`src/rtl/mips_ctrl_pkg.sv`:
```
// mips_ctrl_pkg
// Shared definitions for the multicycle MIPS control sequencer:
//   state_t        - sequencer state and its 3-bit encoding (exported on the state port)
//   STG_*          - bit index of each stage within stage_go / stage_done
//   END_OPCODE     - opcode that ends the program
//   stage_onehot() - stage_go pattern owned by a stage state
//   is_stage()     - true for the five busy states FETCH..WB
package mips_ctrl_pkg;

    typedef enum logic [2:0] {
        ST_IDLE   = 3'd0,
        ST_FETCH  = 3'd1,
        ST_DECODE = 3'd2,
        ST_EXEC   = 3'd3,
        ST_MEM    = 3'd4,
        ST_WB     = 3'd5,
        ST_HALT   = 3'd6,
        ST_ERROR  = 3'd7
    } state_t;

    localparam int STG_IF  = 0;
    localparam int STG_ID  = 1;
    localparam int STG_EX  = 2;
    localparam int STG_MEM = 3;
    localparam int STG_WB  = 4;

    localparam logic [5:0] END_OPCODE = 6'b111111;

    function automatic logic [4:0] stage_onehot(input state_t s);
        case (s)
            ST_FETCH:  return 5'b00001 << STG_IF;
            ST_DECODE: return 5'b00001 << STG_ID;
            ST_EXEC:   return 5'b00001 << STG_EX;
            ST_MEM:    return 5'b00001 << STG_MEM;
            ST_WB:     return 5'b00001 << STG_WB;
            default:   return 5'b00000;
        endcase
    endfunction

    function automatic logic is_stage(input state_t s);
        return (s == ST_FETCH) || (s == ST_DECODE) || (s == ST_EXEC) ||
               (s == ST_MEM)   || (s == ST_WB);
    endfunction

endpackage

```
`src/rtl/seq_watchdog.sv`:
```
// seq_watchdog
// Per-stage timeout counter for stage_sequencer.
//   clk, rst   - clock, synchronous active-high reset
//   clear_i    - stage go issued this cycle; restarts the count
//   wait_i     - stage is waiting for its done this cycle
//   expired_o  - TIMEOUT cycles will have elapsed since the go at the next edge
// TIMEOUT = 0 disables expiry.
module seq_watchdog #(
    parameter int unsigned TIMEOUT = 64
) (
    input  logic clk,
    input  logic rst,
    input  logic clear_i,
    input  logic wait_i,
    output logic expired_o
);

    localparam int unsigned CW = (TIMEOUT < 2) ? 1 : $clog2(TIMEOUT + 1);

    // cnt_q holds the number of cycles elapsed since the go cycle
    logic [CW-1:0] cnt_q, cnt_d, elapsed;

    always_comb begin
        elapsed = clear_i ? '0 : cnt_q;
        cnt_d   = cnt_q;
        if (clear_i) begin
            cnt_d = CW'(1);
        end else if (wait_i && (cnt_q != CW'(TIMEOUT))) begin
            cnt_d = cnt_q + CW'(1);
        end
        // Expires during the cycle that ends the TIMEOUT-th cycle after the go
        expired_o = (TIMEOUT != 0) && (clear_i || wait_i) &&
                    ((32'(elapsed) + 32'd1) >= TIMEOUT);
    end

    always_ff @(posedge clk) begin
        if (rst) begin
            cnt_q <= '0;
        end else begin
            cnt_q <= cnt_d;
        end
    end

endmodule

```
`src/rtl/stage_sequencer.sv`:
```
// stage_sequencer
// Multicycle MIPS control sequencer: owns the stage token, issues one-cycle
// go pulses to IF/ID/EX/MEM/WB in turn and waits for each stage's done.
//   clk, rst                  - clock, synchronous active-high reset
//   start                     - begin execution from IDLE or HALT
//   stage_done[4:0]           - per-stage completion pulses (IF..WB)
//   end_program, mem_access,
//   reg_write                 - decode results, sampled on decode done
//   branch_taken              - execute result, sampled on execute done
//   stage_go[4:0]             - one-hot, one-cycle stage start pulse
//   pc_sel                    - branch-target select, coincident with fetch go
//   busy / halted / error     - FETCH..WB / HALT / ERROR
//   state[2:0]                - current state encoding
//   cycle_count, instr_count  - saturating busy-cycle and retire counters
// Build option: MEM_SKIP_EN - route around MEM/WB using the latched decode flags.
module stage_sequencer
    import mips_ctrl_pkg::*;
#(
    parameter int unsigned TIMEOUT = 64,
    parameter int unsigned CNT_W   = 32
) (
    input  logic             clk,
    input  logic             rst,
    input  logic             start,
    input  logic [4:0]       stage_done,
    input  logic             end_program,
    input  logic             mem_access,
    input  logic             reg_write,
    input  logic             branch_taken,
    output logic [4:0]       stage_go,
    output logic             pc_sel,
    output logic             busy,
    output logic             halted,
    output logic             error,
    output logic [2:0]       state,
    output logic [CNT_W-1:0] cycle_count,
    output logic [CNT_W-1:0] instr_count
);

    state_t             state_q, state_d, nxt;
    logic               entry_q, entry_d;   // stage state entered, go still owed
    logic [4:0]         go_q, go_d;
    logic               pc_q, pc_d;
    logic               mem_q, mem_d;
    logic               rw_q, rw_d;
    logic               br_q, br_d;
    logic [CNT_W-1:0]   cyc_q, cyc_d;
    logic [CNT_W-1:0]   ins_q, ins_d;

    logic               in_stage, waiting, done_ok, wd_expired, retire;

    assign in_stage = is_stage(state_q);
    // Done is only honoured after the go cycle, and only for the current stage
    assign waiting  = in_stage && !entry_q && (go_q == '0);
    assign done_ok  = waiting && |(stage_done & stage_onehot(state_q));

    seq_watchdog #(
        .TIMEOUT (TIMEOUT)
    ) u_watchdog (
        .clk       (clk),
        .rst       (rst),
        .clear_i   (|go_q),
        .wait_i    (waiting),
        .expired_o (wd_expired)
    );

    always_comb begin
        state_d = state_q;
        entry_d = 1'b0;
        go_d    = '0;
        pc_d    = 1'b0;
        mem_d   = mem_q;
        rw_d    = rw_q;
        br_d    = br_q;
        nxt     = state_q;
        retire  = 1'b0;
        case (state_q)
            ST_IDLE, ST_HALT: begin
                if (start) begin
                    state_d = ST_FETCH;
                    entry_d = 1'b1;
                end
            end
            ST_ERROR: begin
                state_d = ST_ERROR;
            end
            default: begin
                if (entry_q) begin
                    go_d = stage_onehot(state_q);
                    if (state_q == ST_FETCH) begin
                        pc_d = br_q;
                        br_d = 1'b0;
                    end
                end else if (done_ok) begin
                    case (state_q)
                        ST_FETCH: nxt = ST_DECODE;
                        ST_DECODE: begin
                            mem_d = mem_access;
                            rw_d  = reg_write;
                            nxt   = end_program ? ST_HALT : ST_EXEC;
                        end
                        ST_EXEC: begin
                            br_d = branch_taken;
`ifdef MEM_SKIP_EN
                            nxt = mem_q ? ST_MEM : (rw_q ? ST_WB : ST_FETCH);
`else
                            nxt = ST_MEM;
`endif
                        end
                        ST_MEM: begin
`ifdef MEM_SKIP_EN
                            nxt = rw_q ? ST_WB : ST_FETCH;
`else
                            nxt = ST_WB;
`endif
                        end
                        default: nxt = ST_FETCH;
                    endcase
                    state_d = nxt;
                    entry_d = (nxt != ST_HALT);
                    retire  = (nxt == ST_FETCH);
                end else if (wd_expired) begin
                    state_d = ST_ERROR;
                end
            end
        endcase

        cyc_d = (in_stage && (cyc_q != '1)) ? cyc_q + CNT_W'(1) : cyc_q;
        ins_d = (retire && (ins_q != '1)) ? ins_q + CNT_W'(1) : ins_q;
    end

    always_ff @(posedge clk) begin
        if (rst) begin
            state_q <= ST_IDLE;
            entry_q <= 1'b0;
            go_q    <= '0;
            pc_q    <= 1'b0;
            mem_q   <= 1'b0;
            rw_q    <= 1'b0;
            br_q    <= 1'b0;
            cyc_q   <= '0;
            ins_q   <= '0;
        end else begin
            state_q <= state_d;
            entry_q <= entry_d;
            go_q    <= go_d;
            pc_q    <= pc_d;
            mem_q   <= mem_d;
            rw_q    <= rw_d;
            br_q    <= br_d;
            cyc_q   <= cyc_d;
            ins_q   <= ins_d;
        end
    end

    // Decode flags only steer routing when MEM_SKIP_EN is set
    logic unused_sink;
`ifdef MEM_SKIP_EN
    assign unused_sink = ^END_OPCODE;
`else
    assign unused_sink = ^{END_OPCODE, mem_q, rw_q};
`endif

    assign stage_go    = go_q;
    assign pc_sel      = pc_q;
    assign busy        = in_stage;
    assign halted      = (state_q == ST_HALT);
    assign error       = (state_q == ST_ERROR);
    assign state       = state_q;
    assign cycle_count = cyc_q;
    assign instr_count = ins_q;

endmodule

```
`config.mk`:
```
export PLATFORM = sky130hd
export DESIGN_NAME = stage_sequencer
export DESIGN_NICKNAME = d
export VERILOG_FILES = /design/src/rtl/mips_ctrl_pkg.sv /design/src/rtl/seq_watchdog.sv /design/src/rtl/stage_sequencer.sv
export SDC_FILE = /design/constraint.sdc
export NUM_CORES = 1
export LEC_CHECK = 0
export CAP_MARGIN = 20
export CORE_ASPECT_RATIO = 0.5
export CORE_MARGIN = 2
export CORE_UTILIZATION = 35
export CTS_CLUSTER_DIAMETER = 100
export CTS_CLUSTER_SIZE = 14
export DETAILED_ROUTE_END_ITERATION = 12
export MAX_ROUTING_LAYER = met4
export PLACE_DENSITY = 0.68
export SETUP_SLACK_MARGIN = 0.02
export SYNTH_ARGS = -nofsm -noshare
export SYNTH_HDL_FRONTEND = slang
export SYNTH_HIERARCHICAL = 1
export SYNTH_SLANG_ARGS = --single-unit
export TNS_END_PERCENT = 50
```
`constraint.sdc`:
```
create_clock -name clk -period 9.25 [get_ports clk]
set_clock_uncertainty 0.1 [all_clocks]
set_input_delay 1.3875 -clock clk [delete_from_list [all_inputs] [get_ports clk]]
set_output_delay 1.3875 -clock clk [all_outputs]
set_load 0.01 [all_outputs]
```
==> out/results.txt, run 1 <==
Status: complete, no violations
Clk slew on worst S/H paths: 0.07 ns
Vias post-DR: 4,335
Hold Buf Count CTS: 0
GRT Resource Usage Total: 0.176
Layout cells sized above 1: 0.0679
Max-Cap Viols: 0
Synth top area share: 0.376
Worst r2r src: stage_go[0]$_SDFF_PP0_
Main flop type after synthesis: dfxtp_1
Maximum clock frequency: 263 MHz
Startpoint types: flip-flop
Post-CTS sizing: 0
Worst min-delay path category: reg2reg
Reg2reg path depth: 9
Cell area after synthesis: 4370 sq um
Syn. warnings: 6
Internal power: 672 uW
Die Y: 83.0 um
First-pass GRT wire length: 19.2 mm
Crit Path Max Fanout: 19
Post-DP HPWL: 7.69 mm
Crit path arrival time: 2.32 ns
H-Tree Depth: 3
Minimum clock period: 3.81 ns
Synthesized Nets: 548
Switching power: 333 uW
CTS tree: done
Tcrit/Tclk final: 0.411
Async S/R FF share, synth: 0
Mapped Avg Cell Area: 8.21 sq um
Die area: 13,400 sq um
Flop pwr share: 0.412
Final core occ: 0.468
Pwr/cell area: 179 nW/um^2
Sequential share of the synthesized area: 0.376
Crit. End Element: primary output
Final nets: 615
Final setup fails: 0
Initial antenna violation count: 0
Initial Util: 0.365
Cell taking the most area after synthesis: dfxtp_1
Peak supply drop: 0.000111 V
Clk root buf: clkbuf_16
CTS sink cnt: 82
Hold path cells: 2
Filler Cells Inserted: 1,189
Commonest cells in the netlist: dfxtp_1, a21oi_1, o31ai_1, or4_1
Max Root-Sink Buffers: 2
Pins Over Slew Limit: 0
Count of cell types in the netlist: 59
Reg area: 1640 sq um
Layout area overhead: 28.4%
Vias per cell: 5.64
Switching Share: 0.331
Final hold violation count: 0
RR Endpoint: state[1]$_SDFFE_PP0P_
Num rows: 28
First-pass DRT Iterations: 5
1st-iter DRT viols: 253
Largest net degree at the start of global routing: 84
R2R Setup Slk: 5.79 ns
Worst-Skew Late Latency: 0.34 ns
#FFs+latches synth: 82
Hold Startpoint: cycle_count[11]$_SDFFE_PP0P_
Number of flops mapped to enable cells by yosys: 0
Most frequent cell after synthesis: dfxtp_1
Worst Max-Slew Pin Slew: 0.910 ns
Die X: 162 um
RSZ-0062 raised after global routing: no
Clock power frac: 0.344
Drt total wl: 11.4 mm
CP required: 7.76 ns
Crit path kind: reg2out
Mapped Cells: 532
CTS buffer count: 9
Top post-synthesis cells by area: dfxtp_1, a21oi_1, o31ai_1, or4_1, nand3_1
Ant diodes: 0
I/O Pins: 88
Leak: 0.00168 uW
CORE AREA: 12,000 sq um
Antenna Nets Post-Route: 0
Max transition margin: 0.393
IO Port Bufs: 85
Setup TNS: 0 ns
Vias in the first global route: 3,831
RePlAce Congestion: 0.827
Post-CTS Setup Repair Bufs: 0
Drt wl/cell: 14.9 um
Logic pwr share: 0.244
Worst hold endpoint: cycle_count[11]$_SDFFE_PP0P_
DRC viols: 0
Remaining Overflow, GRT: 0
Multi-input logic area: 2520 sq um
stage by stage:
stage / worst slack [ns] / instances / hold slack [ns] / total power (uW) / instance area [sq um]
after floorplan: 6.15 / 532 / 0.346 / 597 / 4370
final: 5.44 / 769 / 0.396 / 1010 / 5610
after global routing: 5.29 / 769 / 0.423 / 1060 / 5610
after global placement: 5.34 / 751 / 0.378 / 661 / 5300
after detailed placement: 5.30 / 752 / 0.386 / 667 / 5310
after CTS: 5.42 / 768 / 0.398 / 1020 / 5600
worst max-delay path, stage by stage (launching register included):
cell             delay (ns)
dfxtp_1                0.49
or2_2                  0.41
o21ai_0                0.31
inv_1                  0.24
clkdlybuf4s50_1        0.53
cell families after synthesis:
logic type | Yosys count | share of synthesized area
buffers and inverters | 52 | 0.0504
adders and majority gates | 4 | 0.0115
AOI/OAI and AO/OA | 136 | 0.193
DFF | 82 | 0.376
muxes | 14 | 0.0352
xor gates and xnor gates | 4 | 0.00802
and+or+nand+nor | 240 | 0.327
power groups by stage:
stage	clock, uW	sequential [uW]	combinational [uW]
floorplan	0	398	199
global placement	0	420	240
detailed placement	0	422	245
CTS	356	414	246
global route	374	421	271
finish	346	415	245
routing by layer:
metal / part of all wire / GRT usage / up-vias
met2: 0.46 / 0.266 / 86
li1: - / - / 2166
met1: 0.49 / 0.245 / 2076
met4: 0.0053 / 0.0314 / 0
met3: 0.038 / 0.0365 / 7
met5: 0 / - / -
registers in the layout (all words and copies together), names as in the netlist:
name,cells
br_q,1
pc_sel,1
u_watchdog/cnt_q,7
instr_count,32
entry_q,1
cycle_count,32
state,3
stage_go,5
placed cells by master, fill, tap and decap left out, types with 9 or more instances in the layout:
master | Yosys | final
nor2b_1 | 13 | 13
nor4_1 | 11 | 11
nand4_1 | 16 | 16
o31ai_1 | 36 | 36
or3_1 | 20 | 20
nand3_1 | 33 | 33
dfxtp_1 | 82 | 82
a21oi_1 | 57 | 57
nor2_1 | 33 | 33
nor3_1 | 10 | 10
clkdlybuf4s50_1 | 0 | 84
clkbuf_16 | 0 | 9
inv_1 | 17 | 17
nand2_1 | 30 | 30
or4_1 | 35 | 35
o21ai_0 | 15 | 15
worst max-delay path by stage:
stage                           startpoint  slack, ns               endpoint
floorplan           stage_go[0]$_SDFF_PP0_       6.15  state[1]$_SDFFE_PP0P_
global placement             stage_done[0]       5.34  state[1]$_SDFFE_PP0P_
detailed placement           stage_done[0]       5.30  state[1]$_SDFFE_PP0P_
CTS                  state[1]$_SDFFE_PP0P_       5.42                   busy
global route         state[1]$_SDFFE_PP0P_       5.29                   busy
finish               state[1]$_SDFFE_PP0P_       5.44                   busy
area by class of cell:
cell class,count,share of cell area
multi-input cells,398,0.449
flip-flops and latches,82,0.293
repair buffers,90,0.158
clock buffers,11,0.0451
well taps,165,0.0368
inverters,18,0.0121
clock inverters,5,0.00669
(Power assumes the default switching activity.)
==> run 2, diff against run 1 <==
PLACE_DENSITY = 0.7   (was 0.68)
clock period = 3.4 ns   (was 9.25 ns; I/O delays follow)
==> run 2 against run 1 <==
Compared with the run above: count of clock-buffer cells in the layout down 1; first-iteration DRC count rose by 21%; sequential power grew to 2.7 times the previous value; utilization increased by 0.87 points; via count up 0.16%; global-route usage down 0.50 points; hold slack improved by 0.0036 ns; clock power grew to 3.1 times the previous value; critical path type is now reg2reg; critical endpoint is now state[1]$_SDFFE_PP0P_; highest routed layer unchanged.
==> out/results.txt, run 2 (synthesis gave the netlist of run 1 again) <==
Status: complete, no violations
Most frequent cells in the layout: clkdlybuf4s50_1, dfxtp_1, a21oi_1
RSZ-0062 raised after global routing: no
Die area: 13,400 sq um
Highest Signal Layer: met4
Internal power: 2000 uW
Max transition margin: 0.450
Pwr/cell area: 507 nW/um^2
Vias per cell: 5.60
Final non-filler cell total: 776
Switching Share: 0.311
CTS buffer count: 9
Setup TNS: 0 ns
Met3 wire len: 452 um
Drt total wl: 11.2 mm
RR Endpoint: state[1]$_SDFFE_PP0P_
Final hold violation count: 0
Commonest non-fill, non-tap cell in the layout: clkdlybuf4s50_1
Reg2reg path depth: 9
Worst-Skew Late Latency: 0.33 ns
Hold Buf Count CTS: 0
Tcrit/Tclk final: 0.858
CTS sink cnt: 82
Largest net degree at the start of global routing: 61
Post-DP HPWL: 7.86 mm
1st-iter DRT viols: 305
Startpoint types: flip-flop
Switching power: 900 uW
GRT Resource Usage Total: 0.171
Antenna Nets Post-Route: 0
CTS tree: done
Post-CTS Setup Repair Bufs: 0
Worst r2r src: stage_go[0]$_SDFF_PP0_
RePlAce Congestion: 0.818
Max Root-Sink Buffers: 2
CORE AREA: 12,000 sq um
Worst min-delay path category: reg2reg
Peak supply drop: 0.000246 V
Die X: 162 um
I/O Pins: 88
Hold Startpoint: br_q$_SDFFE_PP0P_
Placed Cells: 760
R2R Setup Slk: 0.48 ns
Hold path cells: 1
CP required: 3.52 ns
Final setup fails: 0
Worst hold endpoint: pc_sel$_SDFF_PP0_
Die Y: 83.0 um
Vias in the first global route: 3,863
Layout area overhead: 30.7%
Pins Over Slew Limit: 0
Post-CTS sizing: 0
Leak: 0.00174 uW
Crit Path Max Fanout: 7
DRC viols: 0
H-Tree Depth: 3
Final nets: 622
Initial Util: 0.365
Met2 Wirelength: 5.17 mm
Vias post-DR: 4,342
First-pass GRT wire length: 18.7 mm
Logic pwr share: 0.249
Layout cells sized above 1: 0.0786
Initial antenna violation count: 0
Ant diodes: 0
Clk root buf: clkbuf_16
Maximum clock frequency: 343 MHz
Filler Cells Inserted: 1,167
Max-Cap Viols: 0
Remaining Overflow, GRT: 0
First-pass DRT Iterations: 4
IO Port Bufs: 85
Minimum clock period: 2.92 ns
Clk slew on worst S/H paths: 0.06 ns
Length of routed wiring on met1: 5.50 mm
Clock power frac: 0.367
Drt wl/cell: 14.4 um
Worst setup startpoint: stage_go[0]$_SDFF_PP0_
Crit path kind: reg2reg
Crit. End Element: flip-flop
Flop pwr share: 0.385
Num rows: 28
Crit path arrival time: 3.03 ns
Worst Max-Slew Pin Slew: 0.821 ns
## run 2: changes by cell type in the layout (fill, tap and decap cells not counted), sizes merged
cell / delta
clkbuf: -1
inv: -1
bufinv: +2
buf: +7
clkinv: +1
clkinvlp: -1
## run 2: power groups by stage
stage | clock network, uW | registers, uW | logic (uW)
2_1_floorplan | 0 | 1080 | 541
3_3_place_gp | 0 | 1130 | 707
3_5_place_dp | 0 | 1130 | 715
4_1_cts | 1090 | 1110 | 718
5_1_grt | 1120 | 1130 | 792
6_report | 1060 | 1110 | 720
## run 2: worst max-delay path by stage
stage | end | slack [ns] | depth (start not counted)
2_1_floorplan | state[1]$_SDFFE_PP0P_ | 0.30 | 9
3_3_place_gp | state[1]$_SDFFE_PP0P_ | 0.53 | 9
3_5_place_dp | state[1]$_SDFFE_PP0P_ | 0.50 | 9
4_1_cts | state[1]$_SDFFE_PP0P_ | 0.48 | 9
5_1_grt | state[1]$_SDFFE_PP0P_ | 0.31 | 9
6_report | state[1]$_SDFFE_PP0P_ | 0.48 | 9
## run 2: critical path, cell delays in order, from the launching register on
cell and delay (ns):
dfxtp_1 0.31, or4_4 0.56, or2_2 0.36, nor3_1 0.24, and3b_1 0.19, nand2b_1 0.06
a211oi_1 0.23, a21oi_1 0.11, mux2_2 0.27, a2111oi_0 0.36
## run 2: metrics by stage
step	total power, uW	hold WS (ns)	utilization	instance area (sq um)	setup slack (ns)
floorplan	1620	0.346	-	4370	0.302
global placement	1840	0.377	0.449	5380	0.532
detailed placement	1850	0.382	0.449	5380	0.504
CTS	2920	0.396	0.477	5710	0.481
global route	3050	0.412	0.477	5710	0.312
finish	2900	0.399	0.477	5710	0.484
## run 2: area by class of cell
cell class / instances / area (sq um) / area share
tap: 165 / 206 / 0.0362
clock inverter: 6 / 90.1 / 0.0158
timing repair buffer: 97 / 948 / 0.166
inverter: 18 / 67.6 / 0.0118
clock buffer: 10 / 239 / 0.0418
multi-input combinational: 398 / 2520 / 0.441
sequential: 82 / 1640 / 0.287
## run 2: metal layers
metal | up-vias | global-route usage
met5 | - | -
met1 | 2054 | 0.230
met4 | 0 | 0.0290
li1 | 2192 | -
met3 | 7 | 0.0385
met2 | 89 | 0.268
==> run 3, diff against run 2 <==
CTS_CLUSTER_DIAMETER = not set   (was 100)
DONT_BUFFER_PORTS = 1   (was not set)
PLACE_DENSITY = 0.61   (was 0.7)
==> run 3 against run 2 <==
Compared with the run above: clock power barely moved; die area did not move; fmax fell by 2.7%; first-iteration DRC count rose by 9.5%; hold slack got worse by 0.24 ns; via count fell by 7.4%; global-route usage fell by 0.11 points; non-clock buffer count fell by 82; sequential share of layout area rose by 4.9 points; combinational power fell by 9.2%; register-to-register slack got worse by 0.08 ns; count of clock-buffer cells in the layout did not move; critical endpoint unchanged.
==> out/results.txt, run 3 (synthesis gave the netlist of run 1 again) <==
Switching power: 883 uW
Commonest non-fill, non-tap cell in the layout: dfxtp_1
First-pass GRT wire length: 18.4 mm
Worst hold slack: 0.154 ns
Crit path kind: reg2reg
Ant diodes: 0
Drt wl/cell: 15.6 um
Minimum clock period: 3.00 ns
IO Port Bufs: 0
Crit path arrival time: 3.11 ns
Design Area, Final: 4870 sq um
RSZ-0062 raised after global routing: no
Flop pwr share: 0.389
Final setup fails: 0
Hold Startpoint: rst
Internal power: 1940 uW
Worst-Skew Late Latency: 0.34 ns
Initial Util: 0.365
Vias post-DR: 4,021
Worst min-delay path category: in2reg
Worst Max-Slew Pin Slew: 0.795 ns
Delay-heaviest family, CP: simple AND/OR/NAND/NOR gates
Switching Share: 0.313
GRT Resource Usage Total: 0.170
Die X: 162 um
Vias per cell: 5.79
Pre-CTS WS: 0.413 ns
Remaining Overflow, GRT: 0
Setup TNS: 0 ns
CTS sink cnt: 82
Startpoint types: flip-flop
RR Endpoint: state[1]$_SDFFE_PP0P_
RePlAce Congestion: 0.828
Largest net degree at the start of global routing: 84
Placed Cells: 678
Leak: 0.00146 uW
Max-Cap Viols: 0
Peak supply drop: 0.000242 V
Hold Buf Count CTS: 0
H-Tree Depth: 3
Layout cells sized above 1: 0.0945
Hold path cells: 1
Clock power frac: 0.380
Final non-filler cell total: 694
Crit Path Max Fanout: 7
Vias in the first global route: 3,563
Layout area overhead: 11.6%
CORE AREA: 12,000 sq um
Filler Cells Inserted: 1,240
CTS buffer count: 9
Maximum clock frequency: 334 MHz
R2R Setup Slk: 0.40 ns
Antenna Nets Post-Route: 0
Buf+Inv Stages, Crit Path: 0
Critical-path cell list: or4_4, or2_2, nor3_1, and3b_1, nand2b_1, a211oi_1, a21oi_1, mux2_2, a2111oi_0
Max Root-Sink Buffers: 2
Post-CTS Setup Repair Bufs: 0
Crit. End Element: flip-flop
Drt total wl: 10.8 mm
Pins Over Slew Limit: 0
I/O Pins: 88
Die Y: 83.0 um
Clk root buf: clkbuf_16
CP max-delay cell: or4_4
1st-iter DRT viols: 334
Max transition margin: 0.468
Clk slew on worst S/H paths: 0.07 ns
Post-DP HPWL: 7.53 mm
DRC viols: 0
Num rows: 28
Final nets: 540
Most frequent cells in the layout: dfxtp_1, a21oi_1, o31ai_1
Logic pwr share: 0.232
CP required: 3.52 ns
Placed cell area: 4550 sq um
Final hold violation count: 0
Pwr/cell area: 579 nW/um^2
CTS tree: done
Die area: 13,400 sq um
Tcrit/Tclk final: 0.881
Reg area: 1640 sq um
Worst path max stage delay: 0.58 ns
Multi-input logic area: 2520 sq um
Status: complete, no violations
Reg2reg path depth: 9
First-pass DRT Iterations: 5
Initial antenna violation count: 0
Worst setup margin: 0.405 ns
Worst r2r src: stage_go[0]$_SDFF_PP0_
Worst hold endpoint: instr_count[17]$_SDFFE_PP0P_
Post-CTS sizing: 0
[run 3: changes by cell type in the layout (fill, tap and decap cells not counted)]
cell | before | now
clkdlybuf4s50_1 | 84 | 0
buf_4 | 11 | 15
buf_12 | 1 | 0
buf_2 | 1 | 0
[run 3: how the worst max path moves through the flow]
stage | cells past startpoint | to | startpoint | slack, ns
floorplan | 9 | state[1]$_SDFFE_PP0P_ | stage_go[0]$_SDFF_PP0_ | 0.30
global placement | 9 | state[1]$_SDFFE_PP0P_ | stage_go[0]$_SDFF_PP0_ | 0.44
detailed placement | 9 | state[1]$_SDFFE_PP0P_ | stage_go[0]$_SDFF_PP0_ | 0.41
CTS | 9 | state[1]$_SDFFE_PP0P_ | stage_go[0]$_SDFF_PP0_ | 0.40
global route | 9 | state[1]$_SDFFE_PP0P_ | stage_go[0]$_SDFF_PP0_ | 0.25
finish | 9 | state[1]$_SDFFE_PP0P_ | stage_go[0]$_SDFF_PP0_ | 0.40
[run 3: power groups by stage]
stage	Sequential (uW)	Combinational (uW)	Clock, uW
3_3_place_gp	1120	647	0
6_report	1100	654	1070
3_5_place_dp	1120	652	0
5_1_grt	1110	731	1140
4_1_cts	1100	654	1100
2_1_floorplan	1080	541	0
[run 3: metrics by stage]
step	utilization	power (uW)
final	0.407	2820
after global placement	0.379	1760
after global routing	0.407	2980
after CTS	0.407	2860
after detailed placement	0.379	1770
after floorplan	-	1620
[run 3: worst register-to-register path, cell delays in order (launching register included)]
cell and delay, ns:
dfxtp_1 0.34, or4_4 0.58, or2_2 0.36, nor3_1 0.23
and3b_1 0.19, nand2b_1 0.07, a211oi_1 0.23, a21oi_1 0.12
mux2_2 0.28, a2111oi_0 0.38
[run 3: metal layers]
metal / vias up / part of all wire / global-route usage
met3: 7 / 0.060 / 0.0485
met2: 99 / 0.46 / 0.259
met1: 1902 / 0.47 / 0.225
met4: 0 / 0.0053 / 0.0346
met5: - / 0 / -
li1: 2013 / - / -
[run 3: area by class of cell]
cell class | instances | share of cell area
clock buffers | 10 | 0.0490
flip-flops and latches | 82 | 0.337
inverters | 18 | 0.0139
well taps | 165 | 0.0424
multi-input cells | 398 | 0.516
clock inverters | 6 | 0.0185
repair buffers | 15 | 0.0231
